$ cat src/rtl/sd_burst_manager.sv
`default_nettype none
// ============================================================================
// Module   : sd_burst_manager
// Function : READSD/WRITESD burst engine. Moves WORD_BYTES bytes over a
//            request/acknowledge SD port and writes reads back as one word.
// Revision : 1.0 - initial release
// ============================================================================
module sd_burst_manager #(
    parameter int          WORD_BYTES = 4,
    parameter int          TIMEOUT_W  = 16,
    parameter logic [31:0] ERR_VALUE  = 32'hFFFF_FFFF,
    parameter logic [5:0]  READSD_OP  = 6'h38,
    parameter logic [5:0]  WRITESD_OP = 6'h39
) (
    input  logic        clk,
    input  logic        rst,
    input  logic [31:0] inst,
    input  logic [31:0] rs,
    input  logic [31:0] rt,
    output logic        stall,
    output logic        enable,
    output logic        float,
    output logic [4:0]  addr,
    output logic [31:0] data,
    output logic        err,
    input  logic [7:0]  sd_read_data,
    output logic [7:0]  sd_write_data,
    output logic [31:0] sd_addr,
    output logic        sd_read,
    output logic        sd_write,
    input  logic        sd_ready
);

    localparam logic [1:0] c_IDLE    = 2'd0;
    localparam logic [1:0] c_REQ     = 2'd1;
    localparam logic [1:0] c_RELEASE = 2'd2;
    localparam logic [1:0] c_DONE    = 2'd3;

    localparam logic [1:0]           c_LAST_IDX  = 2'(WORD_BYTES - 1);
    localparam logic [TIMEOUT_W-1:0] c_TIMER_MAX = '1;
    localparam logic [TIMEOUT_W-1:0] c_TIMER_ONE = {{(TIMEOUT_W-1){1'b0}}, 1'b1};

    logic [1:0]           r_state;
    logic [1:0]           r_idx;
    logic [TIMEOUT_W-1:0] r_timer;
    logic                 r_is_read;
    logic [31:0]          r_rs;
    logic [31:0]          r_rt;
    logic [31:0]          r_word;

    logic                 w_op_read;
    logic                 w_op_write;
    logic                 w_is_sd;
    logic                 w_handshake;
    logic [TIMEOUT_W-1:0] w_timer_inc;
    logic [1:0]           w_idx_next;
    logic                 w_unused;

    assign w_op_read   = (inst[31:26] == READSD_OP);
    assign w_op_write  = (inst[31:26] == WRITESD_OP);
    assign w_is_sd     = w_op_read | w_op_write;
    assign w_timer_inc = r_timer + c_TIMER_ONE;
    assign w_idx_next  = r_idx + 2'd1;
    // An edge of interest: acknowledge while requesting, or its release afterwards.
    assign w_handshake = ((r_state == c_REQ) && sd_ready) ||
                         ((r_state == c_RELEASE) && !sd_ready);
    assign w_unused    = ^{inst[25:21], inst[15:0]};

    // The IDLE term holds the CPU in the very cycle the instruction is issued.
    assign stall = ((r_state != c_IDLE) && (r_state != c_DONE)) ||
                   ((r_state == c_IDLE) && w_is_sd);
    assign float = 1'b0;

    always_ff @(posedge clk or posedge rst) begin
        if (rst) begin
            r_state       <= c_IDLE;
            r_idx         <= 2'd0;
            r_timer       <= '0;
            r_is_read     <= 1'b0;
            r_rs          <= 32'd0;
            r_rt          <= 32'd0;
            r_word        <= 32'd0;
            err           <= 1'b0;
            enable        <= 1'b0;
            addr          <= 5'd0;
            data          <= 32'd0;
            sd_read       <= 1'b0;
            sd_write      <= 1'b0;
            sd_addr       <= 32'd0;
            sd_write_data <= 8'd0;
        end else begin
            enable <= 1'b0;
            case (r_state)
                c_IDLE: begin
                    if (w_is_sd) begin
                        r_is_read     <= w_op_read;
                        r_rs          <= rs;
                        r_rt          <= rt;
                        addr          <= inst[20:16];
                        r_idx         <= 2'd0;
                        r_timer       <= '0;
                        r_word        <= 32'd0;
                        sd_addr       <= rs;
                        sd_write_data <= rt[7:0];
                        sd_read       <= w_op_read;
                        sd_write      <= w_op_write;
                        r_state       <= c_REQ;
                    end
                end
                c_REQ, c_RELEASE: begin
                    if (!w_handshake) begin
                        if (w_timeout_hit(w_timer_inc)) begin
                            err      <= 1'b1;
                            sd_read  <= 1'b0;
                            sd_write <= 1'b0;
                            enable   <= r_is_read;
                            if (r_is_read) data <= ERR_VALUE;
                            r_state  <= c_DONE;
                        end else begin
                            r_timer <= w_timer_inc;
                        end
                    end else if (r_state == c_REQ) begin
                        if (r_is_read) r_word[{r_idx, 3'b000} +: 8] <= sd_read_data;
                        sd_read  <= 1'b0;
                        sd_write <= 1'b0;
                        r_timer  <= '0;
                        r_state  <= c_RELEASE;
                    end else if (r_idx == c_LAST_IDX) begin
                        enable  <= r_is_read;
                        if (r_is_read) data <= r_word;
                        r_state <= c_DONE;
                    end else begin
                        r_idx         <= w_idx_next;
                        r_timer       <= '0;
                        sd_addr       <= r_rs + {30'd0, w_idx_next};
                        sd_write_data <= r_rt[{w_idx_next, 3'b000} +: 8];
                        sd_read       <= r_is_read;
                        sd_write      <= !r_is_read;
                        r_state       <= c_REQ;
                    end
                end
                c_DONE: begin
                    r_state <= c_IDLE;
                end
                default: begin
                    r_state <= c_IDLE;
                end
            endcase
        end
    end

    function automatic logic w_timeout_hit(input logic [TIMEOUT_W-1:0] next_timer);
        return next_timer == c_TIMER_MAX;
    endfunction

endmodule
`default_nettype wire

$ cat config.mk
export PLATFORM = sky130hd
export DESIGN_NAME = sd_burst_manager
export DESIGN_NICKNAME = d
export VERILOG_FILES = /design/src/rtl/sd_burst_manager.sv
export SDC_FILE = /design/constraint.sdc
export NUM_CORES = 1
export LEC_CHECK = 0
export BUFFER_PORTS_ARGS = -buffer_cell sky130_fd_sc_hd__clkbuf_2
export CORE_AREA = 4 4 128 142
export CTS_BUF_LIST = sky130_fd_sc_hd__clkbuf_8
export DETAILED_ROUTE_END_ITERATION = 16
export DIE_AREA = 0 0 132 146
export PLACE_DENSITY_LB_ADDON = 0.12
export SYNTH_ARGS = -nofsm -noshare
export SYNTH_HDL_FRONTEND = slang
export SYNTH_SLANG_ARGS = --single-unit
$ cat constraint.sdc
create_clock -name clk -period 7.9 [get_ports clk]
set_clock_uncertainty 0.2 [all_clocks]
set_input_delay 0.395 -clock clk [delete_from_list [all_inputs] [get_ports clk]]
set_output_delay 0.395 -clock clk [all_outputs]
set_load 0.05 [all_outputs]
==> impl_table.tex, run 1 <==
\begin{tabular}{lr}
\hline
Metric & Value \\
\hline
\multicolumn{2}{l}{\textbf{Clock tree}} \\
\quad Clock insertion delay at the later pin of the skew report & 480 ps \\
\quad Hold buffer count at CTS & 77 \\
\quad Worst-case clock buffer depth & 2 \\
\quad CTS H-tree lvls & 4 \\
\quad Clock transition at the registers of the reported paths & 110 ps \\
\quad Clock tree root buffer cell & sky130\_fd\_sc\_hd\_\_clkbuf\_8 \\
\quad Total setup buffers inserted after CTS & 0 \\
\quad CTS tree & yes \\
\quad CTS buffer count & 17 \\
\quad Post-CTS sizing & 0 \\
\quad Clock sink total & 198 \\
\multicolumn{2}{l}{\textbf{Die}} \\
\quad CORE AREA & 16800 µm² \\
\quad Count of boundary I/O pins & 190 \\
\quad Initial Util & 55.7\% \\
\quad X dimension of the die & 132 µm \\
\quad Count of standard-cell rows & 50 \\
\quad Die height & 146 µm \\
\quad Die area & 19300 µm² \\
\multicolumn{2}{l}{\textbf{Synth}} \\
\quad Cell types occupying the most area after synthesis & sky130\_fd\_sc\_hd\_\_dfrtp\_1, sky130\_fd\_sc\_hd\_\_mux2\_2, sky130\_fd\_sc\_hd\_\_nand2\_1 \\
\quad Post-synthesis cell count & 872 \\
\quad Average cell area after synthesis & 10.7 µm² \\
\quad Net Count, Synth & 992 \\
\quad Post-synth top flop & sky130\_fd\_sc\_hd\_\_dfrtp\_1 \\
\quad Largest area contributor in the netlist & sky130\_fd\_sc\_hd\_\_dfrtp\_1 \\
\quad Warnings, synthesis & 0 \\
\quad Async S/R FF share, synth & 100\% \\
\quad Leading cell types by count after synthesis & sky130\_fd\_sc\_hd\_\_dfrtp\_1, sky130\_fd\_sc\_hd\_\_nand2\_1, sky130\_fd\_sc\_hd\_\_o21ai\_0, sky130\_fd\_sc\_hd\_\_mux2\_2, sky130\_fd\_sc\_hd\_\_clkbuf\_1 \\
\quad Post-synth cell types & 60 \\
\quad Seq/Total Area, Yosys & 52.9\% \\
\quad Area share of the largest cell type after synthesis & 52.9\% \\
\quad Number of storage elements in the synthesis netlist & 198 \\
\quad Most numerous cell in the Yosys netlist & sky130\_fd\_sc\_hd\_\_dfrtp\_1 \\
\quad Number of flops mapped to enable cells by yosys & 0 \\
\quad Netlist area before placement & 9370 µm² \\
\multicolumn{2}{l}{\textbf{Routing}} \\
\quad Final antenna-violating net count & 0 \\
\quad Drt first pass iters & 4 \\
\quad Mean number of vias per cell & 5.66 \\
\quad Detailed Route WL & 22600 µm \\
\quad Detailed-route DRC error count & 0 \\
\quad Via total after detailed routing & 7400 \\
\quad Iteration-0 DRC count of the detailed router & 526 \\
\quad Mean routed wirelength per cell & 17.3 µm \\
\multicolumn{2}{l}{\textbf{STA}} \\
\quad Highest attainable clock frequency & 0.231 GHz \\
\quad Share of the clock period used by the worst path & 54.7\% \\
\quad Fin crit period & 4320 ps \\
\quad Count of endpoints failing setup in the final report & 0 \\
\quad Slew at the pin with the worst max-slew slack & 1050 ps \\
\quad Setup TNS & 0 ps \\
\quad Final hold violation count & 0 \\
\quad Max Transition Viols Final & 0 \\
\quad RSZ-0062 raised after global routing & false \\
\quad Relative slew margins & 29.3\% \\
\multicolumn{2}{l}{\textbf{Setup path}} \\
\quad Ordered list of cells on the worst path & inv\_1 -> ha\_2 -> clkinv\_1 -> o21ai\_1 -> o21ai\_0 \\
\quad Cell at the slowest stage of the critical path & sky130\_fd\_sc\_hd\_\_o21ai\_1 \\
\quad Register-to-Register Path Depth & 5 \\
\quad Reg2Reg Capture Point & r\_word[5]\$\_DFFE\_PP0P\_ \\
\quad Worst setup EP type & flop \\
\quad Origin of the worst setup path & r\_state[1]\$\_DFFE\_PP0P\_ \\
\quad Setup slack of the worst register-to-register path & 3580 ps \\
\quad Source of the worst register-to-register timing path & r\_state[1]\$\_DFFE\_PP0P\_ \\
\quad WP data required & 8030 ps \\
\quad Delay of the slowest critical-path stage & 1160 ps \\
\quad Critical path data arrival time & 4450 ps \\
\quad Buf/Inv on CP & 2 \\
\quad Critical path type & reg -> reg \\
\quad Family with the most delay on the worst path & compound AO/OA/AOI/OAI gates \\
\quad Count of cell instances traversed by the critical path & 5 \\
\quad Launching element type of the critical path & flop \\
\quad Largest fanout on the critical path & 41 \\
\multicolumn{2}{l}{\textbf{Place}} \\
\quad Placer's final routability congestion estimate & 0.861 \\
\quad Cell Count Post-Placement & 1198 \\
\quad Total half-perimeter wirelength after legalization and detailed placement & 14500 µm \\
\quad IO Port Bufs & 167 \\
\multicolumn{2}{l}{\textbf{GRT}} \\
\quad Pin count of the biggest net entering global routing & 128 \\
\quad Global-route wire length before repair & 37900 µm \\
\quad GRT Resource Usage Total & 24.1\% \\
\quad Via count of the first global-routing pass & 7462 \\
\quad Global-route congestion overflow total & 0 \\
\quad Antenna violations before repair & 0 \\
\multicolumn{2}{l}{\textbf{Hold path}} \\
\quad Hold path start & sd\_read\_data[4] \\
\quad Worst hold endpoint & r\_word[12]\$\_DFFE\_PP0P\_ \\
\quad Min-Delay Path Depth & 3 \\
\quad HP Class & in -> reg \\
\multicolumn{2}{l}{\textbf{Final layout}} \\
\quad FF+latch area & 4950 µm² \\
\quad Ratio of cells with drive above 1 in the final layout & 26.8\% \\
\quad Multi-input gate area in the final layout & 4130 µm² \\
\quad Final cell count without fillers & 1307 \\
\quad Final standard cell utilization of the core & 68.1\% \\
\quad Net count of the finished layout & 1206 \\
\quad Fillcell total & 1303 \\
\quad Area overhead of the layout relative to synthesis & 22.3\% \\
\quad Diodes inserted & 0 \\
\multicolumn{2}{l}{\textbf{Power and ir drop}} \\
\quad Leakage power of the design & 5.41 nW \\
\quad Worst VDD drop & 0.256 mV \\
\quad Pwr per Cell Area & 355 nW/µm² \\
\multicolumn{2}{l}{\textbf{Job}} \\
\quad Count of max-cap constraint violations & 0 \\
\multicolumn{2}{l}{\textbf{Outcome}} \\
\quad Outcome & finished clean \\
\hline
\end{tabular}
-- cells in the final DEF (no fill, tap or decap), types with 3 or more instances in the layout --
master,count
sky130_fd_sc_hd__a31oi_1,6
sky130_fd_sc_hd__buf_4,5
sky130_fd_sc_hd__nand2_1,135
sky130_fd_sc_hd__xor2_1,13
sky130_fd_sc_hd__mux4_2,8
sky130_fd_sc_hd__clkbuf_2,167
sky130_fd_sc_hd__inv_6,3
sky130_fd_sc_hd__o31ai_1,11
sky130_fd_sc_hd__nand2b_1,4
sky130_fd_sc_hd__and4_1,8
sky130_fd_sc_hd__o22a_1,32
sky130_fd_sc_hd__nor2_1,31
sky130_fd_sc_hd__xnor2_1,19
sky130_fd_sc_hd__inv_1,11
sky130_fd_sc_hd__nand4_1,10
sky130_fd_sc_hd__mux2i_1,16
sky130_fd_sc_hd__clkinv_8,5
sky130_fd_sc_hd__o21ai_0,97
sky130_fd_sc_hd__nor4_1,5
sky130_fd_sc_hd__dfrtp_1,198
sky130_fd_sc_hd__inv_8,3
sky130_fd_sc_hd__clkbuf_8,17
sky130_fd_sc_hd__and2_1,6
sky130_fd_sc_hd__dlygate4sd3_1,77
sky130_fd_sc_hd__o211ai_1,7
sky130_fd_sc_hd__a21oi_1,31
sky130_fd_sc_hd__ha_1,11
sky130_fd_sc_hd__and3_1,21
sky130_fd_sc_hd__o21ai_1,5
sky130_fd_sc_hd__nand3_1,22
sky130_fd_sc_hd__nor3_1,3
sky130_fd_sc_hd__mux2_2,68
-- state kept, by name, indices dropped and copies added, names as in the netlist --
signal and flops:
data 32, r_rs 32, r_rt 32, r_word 32
sd_addr 32, r_timer 16, sd_write_data 8, addr 5
r_idx 2, r_state 2, enable 1, err 1
r_is_read 1, sd_read 1, sd_write 1
-- layout make-up --
class / instances / share of cell area, %
multi-input combinational: 607 / 36.0
tap: 208 / 2.27
sequential: 198 / 43.2
clock inverter: 15 / 1.65
timing repair buffer: 249 / 14.3
inverter: 13 / 0.491
clock buffer: 17 / 2.04
-- tightest hold or removal path, cell delays in order --
cell	delay (ps)
sky130_fd_sc_hd__clkbuf_2	150
sky130_fd_sc_hd__nand2_1	70
sky130_fd_sc_hd__o21ai_0	60
-- cells by family after synthesis --
logic type	Yosys count	share of synthesized area [%]
other cells	1	0.0400
mux	92	11.8
flops	198	52.9
xor+xnor	32	2.99
buf+inv	67	3.19
simple gates	265	13.8
compound gates	204	13.5
fa+ha+maj	13	1.82
-- per-layer routing --
layer  global-route usage (%)  share of wire, %  vias up
li1                         -                 -     3534
met1                     31.7                44     3660
met2                     40.5                50      178
met3                     5.26               4.6       28
met4                     6.62               1.6        0
met5                        0                 0        -
-- through the flow --
stage	total power [mW]	worst slack, ps	cell area (µm²)	hold slack [ps]
6_report	4.07	3580	11500	36.8
4_1_cts	4.10	3480	11500	1.78
2_1_floorplan	2.93	1910	9370	250
3_3_place_gp	3.35	3620	10300	247
5_1_grt	4.35	3160	11500	14.3
3_5_place_dp	3.39	3540	10300	259
-- where the power goes --
group | internal, mW | leakage, nW | switching, mW
Sequential | 1.30 | 2.64 | 0.221
Clock | 0.269 | 0.205 | 0.412
Combinational | 0.614 | 2.56 | 1.26
-- how the worst max path moves through the flow --
stage                                         end  slack [ps]
after floorplan               addr[0]$_DFFE_PP0P_        1910
after global placement      r_word[6]$_DFFE_PP0P_        3620
after detailed placement  sd_addr[18]$_DFFE_PP0P_        3540
after CTS                 sd_addr[18]$_DFFE_PP0P_        3480
after global routing        r_word[4]$_DFFE_PP0P_        3160
final                       r_word[5]$_DFFE_PP0P_        3580
No activity file was read; power rests on OpenSTA's default activity.
==> inputs of run 2 (changes only) <==
--- a/config.mk
+++ b/config.mk
@@ -5,11 +5,12 @@
 export SDC_FILE = /design/constraint.sdc
 export NUM_CORES = 1
 export LEC_CHECK = 0
+export ABC_AREA = 1
 export BUFFER_PORTS_ARGS = -buffer_cell sky130_fd_sc_hd__clkbuf_2
-export CORE_AREA = 4 4 128 142
+export CORE_AREA = 4 4 138 153
 export CTS_BUF_LIST = sky130_fd_sc_hd__clkbuf_8
 export DETAILED_ROUTE_END_ITERATION = 16
-export DIE_AREA = 0 0 132 146
+export DIE_AREA = 0 0 142 157
 export PLACE_DENSITY_LB_ADDON = 0.12
 export SYNTH_ARGS = -nofsm -noshare
 export SYNTH_HDL_FRONTEND = slang
==> constraint.sdc (replaced) <==
create_clock -name clk -period 3.56 [get_ports clk]
set_clock_uncertainty 0.2 [all_clocks]
set_input_delay 0.178 -clock clk [delete_from_list [all_inputs] [get_ports clk]]
set_output_delay 0.178 -clock clk [all_outputs]
set_load 0.05 [all_outputs]
==> run 2 against run 1 <==
Against the previous run: final cell count rose by 31%; clock power rose by 110%; routed wire length grew 17%; sequential power grew 130%; core utilization decreased by 5.3 points; sequential share of layout area fell by 3.1 points; global-route usage up 0.15 points; synthesized cell count increased by 39%; fmax grew 42%; register-to-register slack got worse by 3100 ps.
==> impl_table.tex, run 2 <==
\begin{tabular}{lr}
\hline
Metric & Value \\
\hline
\multicolumn{2}{l}{\textbf{Hold path}} \\
\quad HP Class & in -> reg \\
\quad Hold path start & inst[27] \\
\quad Min-Delay Path Depth & 6 (+3) \\
\quad Worst hold endpoint & sd\_write\$\_DFFE\_PP0P\_ \\
\multicolumn{2}{l}{\textbf{Setup path}} \\
\quad Reg2Reg Capture Point & data[17]\$\_DFFE\_PP0P\_ \\
\quad Largest fanout on the critical path & 33 (-20\%) \\
\quad Cell at the slowest stage of the critical path & sky130\_fd\_sc\_hd\_\_o21ai\_1 \\
\quad Family with the most delay on the worst path & compound AO/OA/AOI/OAI gates \\
\quad Buf/Inv on CP & 3 (+1) \\
\quad Register-to-Register Path Depth & 10 (+5) \\
\quad Worst setup EP type & flop \\
\quad Count of cell instances traversed by the critical path & 10 (+5) \\
\quad Setup slack of the worst register-to-register path & 510 ps (-3070 ps) \\
\quad Cell repeated most along the worst path & sky130\_fd\_sc\_hd\_\_nand2\_1 \\
\quad Launching element type of the critical path & flop \\
\quad WP data required & 3740 ps (-4290 ps) \\
\quad Delay of the slowest critical-path stage & 520 ps (-640 ps) \\
\quad Critical path data arrival time & 3220 ps (-1230 ps) \\
\quad Ordered list of cells on the worst path & inv\_1 -> ha\_1 -> inv\_2 -> nand2\_1 -> o21ai\_1 -> inv\_2 -> a211oi\_4 -> nand2\_4 -> nand2\_1 -> nand2\_1 \\
\quad Critical path type & reg -> reg \\
\quad Source of the worst register-to-register timing path & r\_state[1]\$\_DFFE\_PP0P\_ \\
\multicolumn{2}{l}{\textbf{STA}} \\
\quad Share of the clock period used by the worst path & 85.6\% (+31 points) \\
\quad Highest attainable clock frequency & 0.328 GHz (+42\%) \\
\quad Relative slew margins & 22.9\% (-6.4 points) \\
\quad Setup TNS & 0 ps (unchanged) \\
\quad Max Transition Viols Final & 0 (unchanged) \\
\quad Count of endpoints failing setup in the final report & 0 (unchanged) \\
\quad RSZ-0062 raised after global routing & false \\
\quad Worst path setup slack after routing & 512 ps (-3070 ps) \\
\quad Slew at the pin with the worst max-slew slack & 1150 ps (+97.9 ps) \\
\quad Fin crit period & 3050 ps (-1270 ps) \\
\quad Final hold violation count & 0 (unchanged) \\
\multicolumn{2}{l}{\textbf{Die}} \\
\quad Count of boundary I/O pins & 190 (unchanged) \\
\quad CORE AREA & 19700 µm² (+17\%) \\
\quad Initial Util & 51.1\% (-4.6 points) \\
\quad X dimension of the die & 142 µm (+7.6\%) \\
\quad Die area & 22300 µm² (+16\%) \\
\quad Die height & 157 µm (+7.5\%) \\
\quad Count of standard-cell rows & 54 (+8.0\%) \\
\multicolumn{2}{l}{\textbf{Final layout}} \\
\quad Multi-input gate area in the final layout & 4440 µm² (+7.6\%) \\
\quad FF+latch area & 4950 µm² (unchanged) \\
\quad Area overhead of the layout relative to synthesis & 23.1\% \\
\quad Ratio of cells with drive above 1 in the final layout & 20.5\% (-6.3 points) \\
\quad Net count of the finished layout & 1562 (+30\%) \\
\quad Leading cell type in the layout, fill and taps excluded & sky130\_fd\_sc\_hd\_\_nand2\_1 \\
\quad Commonest non-fill, non-tap cells in the layout & sky130\_fd\_sc\_hd\_\_nand2\_1, sky130\_fd\_sc\_hd\_\_dfrtp\_1, sky130\_fd\_sc\_hd\_\_clkbuf\_2, sky130\_fd\_sc\_hd\_\_o21ai\_0, sky130\_fd\_sc\_hd\_\_inv\_1 \\
\quad Fillcell total & 1707 (+31\%) \\
\multicolumn{2}{l}{\textbf{Synth}} \\
\quad Warnings, synthesis & 0 (unchanged) \\
\quad Post-synthesis cell count & 1209 (+39\%) \\
\quad Seq/Total Area, Yosys & 49.4\% (-3.5 points) \\
\quad Leading cell types by count after synthesis & sky130\_fd\_sc\_hd\_\_nand2\_1, sky130\_fd\_sc\_hd\_\_dfrtp\_1, sky130\_fd\_sc\_hd\_\_o21ai\_0, sky130\_fd\_sc\_hd\_\_inv\_1, sky130\_fd\_sc\_hd\_\_nand3\_1 \\
\quad Post-synth cell types & 46 (-23\%) \\
\quad Net Count, Synth & 1329 (+34\%) \\
\quad Number of storage elements in the synthesis netlist & 198 (unchanged) \\
\quad Post-synth top flop & sky130\_fd\_sc\_hd\_\_dfrtp\_1 \\
\quad Most numerous cell in the Yosys netlist & sky130\_fd\_sc\_hd\_\_nand2\_1 \\
\quad Number of flops mapped to enable cells by yosys & 0 (unchanged) \\
\quad Largest area contributor in the netlist & sky130\_fd\_sc\_hd\_\_dfrtp\_1 \\
\quad Average cell area after synthesis & 8.30 µm² (-23\%) \\
\quad Netlist area before placement & 10000 µm² (+7.1\%) \\
\quad Async S/R FF share, synth & 100\% (unchanged) \\
\quad Cell types occupying the most area after synthesis & sky130\_fd\_sc\_hd\_\_dfrtp\_1, sky130\_fd\_sc\_hd\_\_nand2\_1, sky130\_fd\_sc\_hd\_\_o21ai\_0 \\
\quad Area share of the largest cell type after synthesis & 49.4\% (-3.5 points) \\
\multicolumn{2}{l}{\textbf{GRT}} \\
\quad Global-route congestion overflow total & 0 (unchanged) \\
\quad Global-route wire length before repair & 44200 µm (+16\%) \\
\quad Antenna violations before repair & 0 (unchanged) \\
\quad Pin count of the biggest net entering global routing & 64 (-50\%) \\
\quad GRT Resource Usage Total & 24.2\% (+0.15 points) \\
\quad Via count of the first global-routing pass & 8927 (+20\%) \\
\multicolumn{2}{l}{\textbf{Place}} \\
\quad Total half-perimeter wirelength after legalization and detailed placement & 17600 µm (+22\%) \\
\quad Placer's final routability congestion estimate & 0.873 (+1.4\%) \\
\quad Worst-case setup slack after placement & 524 ps (-3010 ps) \\
\quad IO Port Bufs & 167 (unchanged) \\
\multicolumn{2}{l}{\textbf{Job}} \\
\quad Count of max-cap constraint violations & 0 (unchanged) \\
\multicolumn{2}{l}{\textbf{Clock tree}} \\
\quad Clock transition at the registers of the reported paths & 110 ps (about the same) \\
\quad Post-CTS sizing & 0 (unchanged) \\
\quad Clock insertion delay at the later pin of the skew report & 480 ps (about the same) \\
\quad CTS tree & yes \\
\quad Hold buffer count at CTS & 80 (+3.9\%) \\
\quad Clock sink total & 198 (unchanged) \\
\quad Clock tree root buffer cell & sky130\_fd\_sc\_hd\_\_clkbuf\_8 \\
\quad CTS H-tree lvls & 4 (unchanged) \\
\quad Worst-case clock buffer depth & 2 (unchanged) \\
\quad Total setup buffers inserted after CTS & 0 (unchanged) \\
\quad CTS buffer count & 17 (unchanged) \\
\multicolumn{2}{l}{\textbf{Routing}} \\
\quad Mean number of vias per cell & 5.30 (-6.3\%) \\
\quad Detailed Route WL & 26400 µm (+17\%) \\
\quad Via total after detailed routing & 9065 (+23\%) \\
\quad Iteration-0 DRC count of the detailed router & 568 (+8.0\%) \\
\quad Drt first pass iters & 5 (+1) \\
\quad Detailed-route DRC error count & 0 (unchanged) \\
\quad Mean routed wirelength per cell & 15.4 µm (-11\%) \\
\quad Final antenna-violating net count & 0 (unchanged) \\
\multicolumn{2}{l}{\textbf{Power and ir drop}} \\
\quad Combinational group share of total power & 48.8\% (+2.9 points) \\
\quad Worst VDD drop & 0.567 mV (+120\%) \\
\quad Clk pwr share & 15.1\% (-1.6 points) \\
\quad Pwr per Cell Area & 776 nW/µm² (+120\%) \\
\quad Internal cell power & 4.87 mW (+120\%) \\
\quad Net switching power & 4.73 mW (+150\%) \\
\quad Share of total power consumed by net switching & 49.3\% (+2.9 points) \\
\quad Seq pwr share & 36.1\% (-1.3 points) \\
\quad Leakage power of the design & 6.14 nW (+13\%) \\
\multicolumn{2}{l}{\textbf{Outcome}} \\
\quad Outcome & finished clean \\
\hline
\end{tabular}
## run 2: cell types whose count changed after synthesis, sizes merged, moves of 16 or more
cell | before | now
and3 | 21 | 0
o21ai | 102 | 121
mux2 | 68 | 41
nand4 | 11 | 38
o22a | 32 | 0
nand3 | 23 | 90
inv | 12 | 104
nor2 | 31 | 93
nand2 | 136 | 334
mux2i | 16 | 0
## run 2: cells by family after synthesis
logic type | count (synthesis) | share of synthesized area [%]
buffers and inverters | 161 | 6.63
adder cells (fa/ha/maj) | 13 | 1.70
multiplexers | 41 | 4.60
flip-flops | 198 | 49.4
AO/OA/AOI/OAI | 181 | 9.95
XOR/XNOR | 21 | 1.91
AND/OR/NAND/NOR | 593 | 25.8
other | 1 | 0.0374
## run 2: worst reg2reg max path: stages (launching register included)
cell                       delay [ps]
sky130_fd_sc_hd__dfrtp_1          460
sky130_fd_sc_hd__inv_1            100
sky130_fd_sc_hd__ha_1             290
sky130_fd_sc_hd__inv_2            120
sky130_fd_sc_hd__nand2_1           50
sky130_fd_sc_hd__o21ai_1          520
sky130_fd_sc_hd__inv_2            340
sky130_fd_sc_hd__a211oi_4         370
sky130_fd_sc_hd__nand2_4          280
sky130_fd_sc_hd__nand2_1          160
sky130_fd_sc_hd__nand2_1           60
## run 2: power groups by stage
stage               Sequential, mW  Combinational (mW)  Clock, mW
floorplan                     4.26                2.58          0
global placement              3.47                4.52          0
detailed placement            3.49                4.58          0
CTS                           3.45                4.68       1.49
global route                  3.54                5.18       1.57
finish                        3.46                4.68       1.45
## run 2: how the worst max path moves through the flow
stage	from	end
global placement	r_state[1]$_DFFE_PP0P_	data[24]$_DFFE_PP0P_
detailed placement	r_state[1]$_DFFE_PP0P_	data[17]$_DFFE_PP0P_
CTS	r_state[1]$_DFFE_PP0P_	data[17]$_DFFE_PP0P_
global route	r_idx[0]$_DFFE_PP0P_	sd_addr[10]$_DFFE_PP0P_
floorplan	r_idx[0]$_DFFE_PP0P_	sd_addr[19]$_DFFE_PP0P_
finish	r_state[1]$_DFFE_PP0P_	data[17]$_DFFE_PP0P_
## run 2: area by class of cell
| type | count | area share [%] |
|---|---|---|
| flip-flops and latches | 198 | 40.1 |
| well taps | 252 | 2.55 |
| repair buffers | 270 | 14.9 |
| multi-input cells | 850 | 35.9 |
| inverters | 105 | 3.22 |
| diodes | 2 | 0.0405 |
| clock buffers | 18 | 2.00 |
| clock inverters | 14 | 1.24 |
## run 2: per-layer routing
metal  wire, µm  global-route usage, %  share of wire [%]
met5          0                      0                  0
met1      11800                   31.9                 45
met2      12800                   40.6                 48
met3       1200                   4.28                4.6
met4        592                   8.04                2.2
## run 2: per-stage QoR
| step | power [mW] | util [%] | hold slack [ps] | cell area [µm²] | cells |
|---|---|---|---|---|---|
| after global placement | 7.99 | 56.7 | 209 | 11200 | 1595 |
| after global routing | 10.3 | 62.8 | 113 | 12400 | 1707 |
| after floorplan | 6.84 | - | 123 | 10000 | 1209 |
| after CTS | 9.62 | 62.8 | 56.3 | 12400 | 1707 |
| final | 9.60 | 62.9 | 84.5 | 12400 | 1709 |
| after detailed placement | 8.07 | 56.7 | 215 | 11200 | 1595 |
